--- src/rtl/mbs_mc_sequencer.sv ---
// Multi-cycle instruction sequencer for the MBS core: per-phase datapath strobes,
// shared memory port with ack timeout, interrupt/trap entry and retired-instruction count.
module mbs_mc_sequencer #(
   parameter int unsigned MEM_TIMEOUT = 15,
   parameter int unsigned TO_W        = 4,
   parameter int unsigned CNT_W       = 32,
   parameter bit          IRQ_EN      = 1'b1
) (
   input  logic             clk,
   input  logic             rst_n,
   input  logic             run,
   input  logic             stop,
   input  logic             pause,
   input  logic [2:0]       op_class,
   input  logic             irq,
   input  logic             mem_ack,
   output logic             mem_req,
   output logic             mem_we,
   output logic             ir_we,
   output logic             pc_we,
   output logic             alu_en,
   output logic             branch_en,
   output logic             reg_we,
   output logic             wb_sel_mem,
   output logic             trap,
   output logic [1:0]       trap_cause,
   output logic             halted,
   output logic [CNT_W-1:0] instret,
   output logic [3:0]       state
);

   typedef enum logic [2:0] {
      S_IDLE = 3'd0, S_IF = 3'd1, S_ID = 3'd2, S_EXE = 3'd3,
      S_MEM  = 3'd4, S_WB = 3'd5, S_TRAP = 3'd6, S_HALT = 3'd7
   } state_t;

   typedef enum logic [2:0] {
      OP_ALU = 3'd0, OP_BRANCH = 3'd1, OP_JUMP = 3'd2, OP_JAL = 3'd3,
      OP_LOAD = 3'd4, OP_STORE = 3'd5, OP_SYSCALL = 3'd6, OP_HALT = 3'd7
   } op_t;

   typedef enum logic [1:0] {
      CAUSE_IRQ = 2'd0, CAUSE_SYSCALL = 2'd1, CAUSE_BUSERR = 2'd2
   } cause_t;

   localparam logic [TO_W-1:0] TO_LAST = TO_W'(MEM_TIMEOUT - 1);

   state_t            state_q, state_d;
   cause_t            cause_q, cause_d;
   logic [TO_W-1:0]   wait_q, wait_d;
   logic              irq_pend_q, irq_pend_d;
   logic [CNT_W-1:0]  instret_q, instret_d;
   logic              paused, done, retire, irq_clr;
   op_t               op;

   assign op = op_t'(op_class);

   // pause only bites in states with no outstanding memory request and outside TRAP
   assign paused = pause && (state_q == S_IDLE || state_q == S_ID || state_q == S_EXE ||
                             state_q == S_WB   || state_q == S_HALT);

   always_ff @(posedge clk or negedge rst_n) begin
      if (!rst_n) begin
         state_q    <= S_IDLE;
         cause_q    <= CAUSE_IRQ;
         wait_q     <= '0;
         irq_pend_q <= 1'b0;
         instret_q  <= '0;
      end else begin
         state_q    <= state_d;
         cause_q    <= cause_d;
         wait_q     <= wait_d;
         irq_pend_q <= irq_pend_d;
         instret_q  <= instret_d;
      end
   end

   always_comb begin
      state_d = state_q;
      cause_d = cause_q;
      wait_d  = '0;
      done    = 1'b0;
      retire  = 1'b0;
      irq_clr = 1'b0;
      if (stop) begin
         state_d = S_IDLE;
      end else if (paused) begin
         wait_d = wait_q;
      end else begin
         case (state_q)
            S_IDLE: if (run) state_d = S_IF;
            S_IF, S_MEM: begin
               if (mem_ack) begin
                  if (state_q == S_IF)        state_d = S_ID;
                  else if (op == OP_STORE)    done    = 1'b1;
                  else                        state_d = S_WB;
               end else if (wait_q == TO_LAST) begin
                  state_d = S_TRAP;
                  cause_d = CAUSE_BUSERR;
               end else begin
                  wait_d = wait_q + TO_W'(1);
               end
            end
            S_ID: begin
               case (op)
                  OP_HALT: begin
                     state_d = S_HALT;
                     retire  = 1'b1;
                  end
                  OP_SYSCALL: begin
                     state_d = S_TRAP;
                     cause_d = CAUSE_SYSCALL;
                  end
                  OP_JUMP: done    = 1'b1;
                  default: state_d = S_EXE;
               endcase
            end
            S_EXE: begin
               case (op)
                  OP_BRANCH, OP_JAL: done    = 1'b1;
                  OP_LOAD, OP_STORE: state_d = S_MEM;
                  default:           state_d = S_WB;
               endcase
            end
            S_WB: done = 1'b1;
            S_TRAP: begin
               state_d = S_IF;
               irq_clr = (cause_q == CAUSE_IRQ);
               retire  = (cause_q == CAUSE_SYSCALL);
            end
            S_HALT: if (!run) state_d = S_IDLE;
         endcase
      end
      // instruction boundary: retire, then take a pending interrupt before fetching
      if (done) begin
         retire = 1'b1;
         if (irq_pend_q) begin
            state_d = S_TRAP;
            cause_d = CAUSE_IRQ;
         end else if (run) begin
            state_d = S_IF;
         end else begin
            state_d = S_IDLE;
         end
      end
   end

   always_comb begin
      irq_pend_d = IRQ_EN && (irq || (irq_pend_q && !irq_clr));
      instret_d  = retire ? instret_q + CNT_W'(1) : instret_q;
   end

   always_comb begin
      mem_req    = 1'b0;
      mem_we     = 1'b0;
      ir_we      = 1'b0;
      pc_we      = 1'b0;
      alu_en     = 1'b0;
      branch_en  = 1'b0;
      reg_we     = 1'b0;
      wb_sel_mem = 1'b0;
      trap       = 1'b0;
      if (!paused) begin
         case (state_q)
            S_IF: begin
               mem_req = 1'b1;
               ir_we   = mem_ack;
            end
            S_ID: pc_we = (op == OP_JUMP);
            S_EXE: begin
               alu_en    = 1'b1;
               branch_en = (op == OP_BRANCH);
               reg_we    = (op == OP_JAL);
               pc_we     = (op == OP_JAL);
            end
            S_MEM: begin
               mem_req = 1'b1;
               mem_we  = (op == OP_STORE);
            end
            S_WB: begin
               reg_we     = 1'b1;
               wb_sel_mem = (op == OP_LOAD);
            end
            S_TRAP: begin
               trap  = 1'b1;
               pc_we = 1'b1;
            end
            default: ;
         endcase
      end
   end

   assign trap_cause = trap ? cause_q : 2'd0;
   assign halted     = (state_q == S_HALT);
   assign instret    = instret_q;
   assign state      = {1'b0, state_q};

endmodule

--- config.mk ---
export PLATFORM = sky130hd
export DESIGN_NAME = mbs_mc_sequencer
export DESIGN_NICKNAME = d
export VERILOG_FILES = /design/src/rtl/mbs_mc_sequencer.sv
export SDC_FILE = /design/constraint.sdc
export NUM_CORES = 1
export LEC_CHECK = 0
export ABC_CLOCK_PERIOD_IN_PS = 2050
export BUFFER_PORTS_ARGS = -buffer_cell sky130_fd_sc_hd__buf_2
export CAP_MARGIN = 20
export CORE_MARGIN = 1.5
export CORE_UTILIZATION = 49
export DETAILED_ROUTE_END_ITERATION = 6
export MAX_ROUTING_LAYER = met4
export PLACE_DENSITY = 0.74
export SKIP_CTS_REPAIR_TIMING = 1
export SLEW_MARGIN = 20
export SYNTH_ARGS = -nofsm -noshare
export SYNTH_HDL_FRONTEND = slang
export SYNTH_SLANG_ARGS = --single-unit
--- constraint.sdc ---
create_clock -name clk -period 2.05 [get_ports clk]
set_input_delay 0.1025 -clock clk [delete_from_list [all_inputs] [get_ports clk]]
set_output_delay 0.1025 -clock clk [all_outputs]
set_load 0.03 [all_outputs]
==> results summary <==
Measured in cells, the most critical reg-to-reg path has a length of 6. The endpoint of the worst hold-timing path is irq_pend_q. The number of setup violations in the final report is 0. The core outline area came out at about 4800 µm². For the worst-skew pair, the clock arrives at the later sink with an insertion delay of between 0.2 and 0.3 ns.

Walking the worst path, the cells encountered are or3b_4 -> or3_4 -> a21oi_4 -> buf_12 -> nand4_1 -> xnor2_1. Once the floorplan was initialized, standard cells occupied between 50% and 60% of the core. The pin count of the biggest net entering global routing came out at between 40 and 50. The post-synthesis instance total came out at 250. The estimated wirelength of the detail-placed design is ~4.3 mm.

The fmax is between 400 and 500 MHz. Setup repair after global routing could not meet its margin everywhere. The post-layout instance count excluding filler cells came out at 396. The total number of H-tree levels came out at 2. In this design, the largest share of critical-path delay is due to simple AND/OR/NAND/NOR gates. The post-placement cell count came out at roughly 380. TritonCTS created 5 clock buffers.

The setup slack at placement came out at -0.0195 ns. The detail route stage leaves a number of antenna-violating nets equal to 0. The number of nets in the synthesized netlist is ~260.

The final period utilization is between 90 and 100%. The worst clock skew on the final layout is roughly 0.011 ns. For this design, the slowest cell found on the critical path is sky130_fd_sc_hd__dfrtp_2. The clock period could shrink to between 2 and 2.5 ns. Routability-driven placement finished with a final weighted congestion of about 0.85. The final critical-path setup slack is roughly 0.00075 ns. The cell area that synthesis handed to floorplanning was approximately 2500 µm². From bottom edge to top edge, the die measures 74.0 µm. The site row count is 25.

At the worst endpoint, the required time is roughly 2.2 ns. Along the worst path, the maximum fanout reaches 11. Along the worst hold path, the cell count comes to 2. From left edge to right edge, the die measures between 70 and 80 µm. The worst min-delay path class is input port to register.

The number of max-slew violations in the final report is 0. The cell sitting at the root of the clock tree is a sky130_fd_sc_hd__clkbuf_8. The number of warning messages in the yosys log came out at 0. The setup slack of the worst register-to-register path came out at 0.0007 ns. The maximum root-to-sink buffer count came out at 2. The number of hold-slack violations in the final timing report is 0. The buffers plus inverters on the worst setup path is 1. The pin slew with the least headroom to its limit is 0.535 ns. The fraction of layout instances using a drive strength above 1 came out at between 40% and 50%. The first routing iteration left 173 violations.

The worst setup path is of the register to register kind. The average vias per placed instance came out at 5.52. The arrival time at the worst endpoint is approximately 2.2 ns. The share of synthesized area occupied by flip-flops and latches came out at 42.6%. The antenna diode count came out at 0.

The synthesis-to-finish area growth is 29.8%. The initial antenna violation count was 0. After detailed routing, the total wire length is ~6.0 mm.

The synthesized area divided by synthesized cell count is 9.87 µm². The number of nets at the end of the flow came out at around 340. The via count of the first global-routing pass was approximately 2000.

The max-cap check violation count came out at 0. The total leakage power came out at ~1.5 nW. The number of flops mapped to enable cells by yosys came out at 0.

The boundary pin count came out at 58. The highest ir drop seen on vdd came out at around 0.46 mV. In this run the critical register-to-register path is launched from state_q[0]. The number of DRC violations after detailed routing came out at 0. The routed via count came out at 2184. The CTS tree is done. In the synthesized netlist the dominant register cell turns out to be sky130_fd_sc_hd__dfrtp_1. The clock transition at the registers of the reported paths is ~0.070 ns. After synthesis, the share of flip-flops with an asynchronous set or reset is 100%. The tightest slew margin relative to the limit is ~63%. The worst setup path is captured at a register. The synthesized netlist contains 53 unique library cells. The startpoint class of the critical path is a register.

The worst register-to-register path ends at instret[6]. The die covers 5470 µm². Counting every sink on the clock net gives 42. The power density over cell area came out at between 800 and 900 nW/µm².

The detailed-routing iteration count for the pre-antenna-repair pass came out at 4. The largest single stage delay on the critical path is ~0.48 ns. The start point of the worst min-delay path is irq. Counting flops and latches in the post-synthesis netlist gives between 40 and 50. The total routing resource utilization after global routing came out at 23.7%. The first-pass GRT wire length came out at between 9 and 10 mm. The count of input and output buffers is between 50 and 60.

The overflow left after global routing is 0. The run finished with clean final reports. Dividing the detail-routed wire length by the instance count gives about 15 µm.
==> sequential cells by signal, indices dropped and copies added, names as in the netlist <==
register    cells
cause_q         2
instret        32
irq_pend_q      1
state_q         3
wait_q          4
==> routing by layer <==
layer	track usage [%]	vias up	part of all wire (%)
met2	37.6	67	48
met3	4.47	10	5.0
met1	30.9	1053	45
met4	7.00	0	1.7
met5	-	-	0
li1	-	1054	-
==> worst max path at each step <==
stage	from	to	slack, ns	cells past startpoint
finish	state_q[0]	instret[6]	0.0007	6
global route	state_q[1]	instret[31]	-0.11	9
CTS	state_q[1]	instret[11]	-0.01	7
detailed placement	state_q[1]	instret[11]	-0.02	7
global placement	state_q[0]	instret[1]	0.03	7
floorplan	state_q[0]	instret[13]	-0.11	9
==> cells in the mapped netlist (2+ instances only) <==
cell	instances	area share (%)
sky130_fd_sc_hd__a211oi_1	3	0.91
sky130_fd_sc_hd__nand2_1	21	3.2
sky130_fd_sc_hd__and3_1	13	3.3
sky130_fd_sc_hd__and4_1	3	1.1
sky130_fd_sc_hd__dfrtp_1	42	43
sky130_fd_sc_hd__xor2_1	4	1.4
sky130_fd_sc_hd__inv_1	4	0.61
sky130_fd_sc_hd__nand3b_1	2	0.61
sky130_fd_sc_hd__nand3_1	10	2.0
sky130_fd_sc_hd__xnor2_1	28	9.9
sky130_fd_sc_hd__nand2b_1	4	1.0
sky130_fd_sc_hd__nor3b_1	3	0.91
sky130_fd_sc_hd__a21o_1	2	0.61
sky130_fd_sc_hd__ha_1	3	1.5
sky130_fd_sc_hd__and2_1	3	0.76
sky130_fd_sc_hd__mux2_2	4	1.8
sky130_fd_sc_hd__buf_4	2	0.61
sky130_fd_sc_hd__a21oi_4	2	1.3
sky130_fd_sc_hd__o211ai_1	3	0.91
sky130_fd_sc_hd__buf_2	2	0.41
sky130_fd_sc_hd__nor2b_1	3	0.76
sky130_fd_sc_hd__o21ai_0	6	1.2
sky130_fd_sc_hd__clkbuf_1	7	1.1
sky130_fd_sc_hd__nor2_1	13	2.0
sky130_fd_sc_hd__nand4_1	11	2.8
sky130_fd_sc_hd__nor3_1	7	1.4
sky130_fd_sc_hd__buf_6	4	1.8
sky130_fd_sc_hd__a21oi_1	9	1.8
sky130_fd_sc_hd__nand3_2	6	2.4
sky130_fd_sc_hd__nor4_1	3	0.76
==> layout by cell type, fill, tap and decap left out, drive strengths merged, types with 2 or more instances in the layout <==
cell	Yosys	final
buf	8	84
dfrtp	42	42
xnor2	28	28
nand2	21	21
nand3	16	16
and3	13	13
nor2	13	13
nand4	11	11
a21oi	11	11
nor3	7	7
clkbuf	7	7
o21ai	6	6
nand2b	5	5
inv	4	4
xor2	4	4
mux2	4	4
nor2b	3	3
o211ai	3	3
a211oi	3	3
and4	3	3
ha	3	3
nor3b	3	3
and2	3	3
nor4	3	3
nand3b	2	2
a21o	2	2
clkinv	0	2
or3	2	2
==> cell type report <==
type	instances	area (µm²)
Clock buffer	6	72.6
Clock inverter	2	10.0
Inverter	4	15.0
Sequential cell	42	1050
Timing Repair Buffer	86	554
Multi-Input combinational cell	189	1410
Tap cell	67	83.8
Fill cell	392	1580
==> power by group <==
part / internal (mW) / switching [mW] / total [mW]
Combinational: 0.542 / 0.635 / 1.18
Clock: 0.236 / 0.274 / 0.510
Sequential: 0.892 / 0.108 / 1.00
Total: 1.67 / 1.02 / 2.69
==> cell families (layout without fill, tap and decap cells) <==
kind of cell    after synthesis  after routing  share of synthesized area (%)
compound gates               38             38                           11.4
xor+xnor                     32             32                           11.4
fa+ha+maj                     3              3                           1.52
buf+inv                      19             98                           4.51
flops                        42             42                           42.6
mux                           5              5                           2.23
other cells                   1              1                          0.152
simple gates                110            110                           26.3
==> metrics by stage <==
step	power [mW]	hold slack, ns	util, %	area (µm²)	setup TNS [ns]
final	2.69	0.00990	66.9	3200	0
after floorplan	1.76	-0.193	-	2540	-1.87
after CTS	2.61	-0.118	64.5	3090	-0.0357
after global placement	2.08	0.199	62.7	3000	0
after global routing	2.85	0.0103	66.9	3200	-1.50
after detailed placement	2.09	0.209	62.7	3000	-0.0308
No activity file was read; power rests on OpenSTA's default activity.
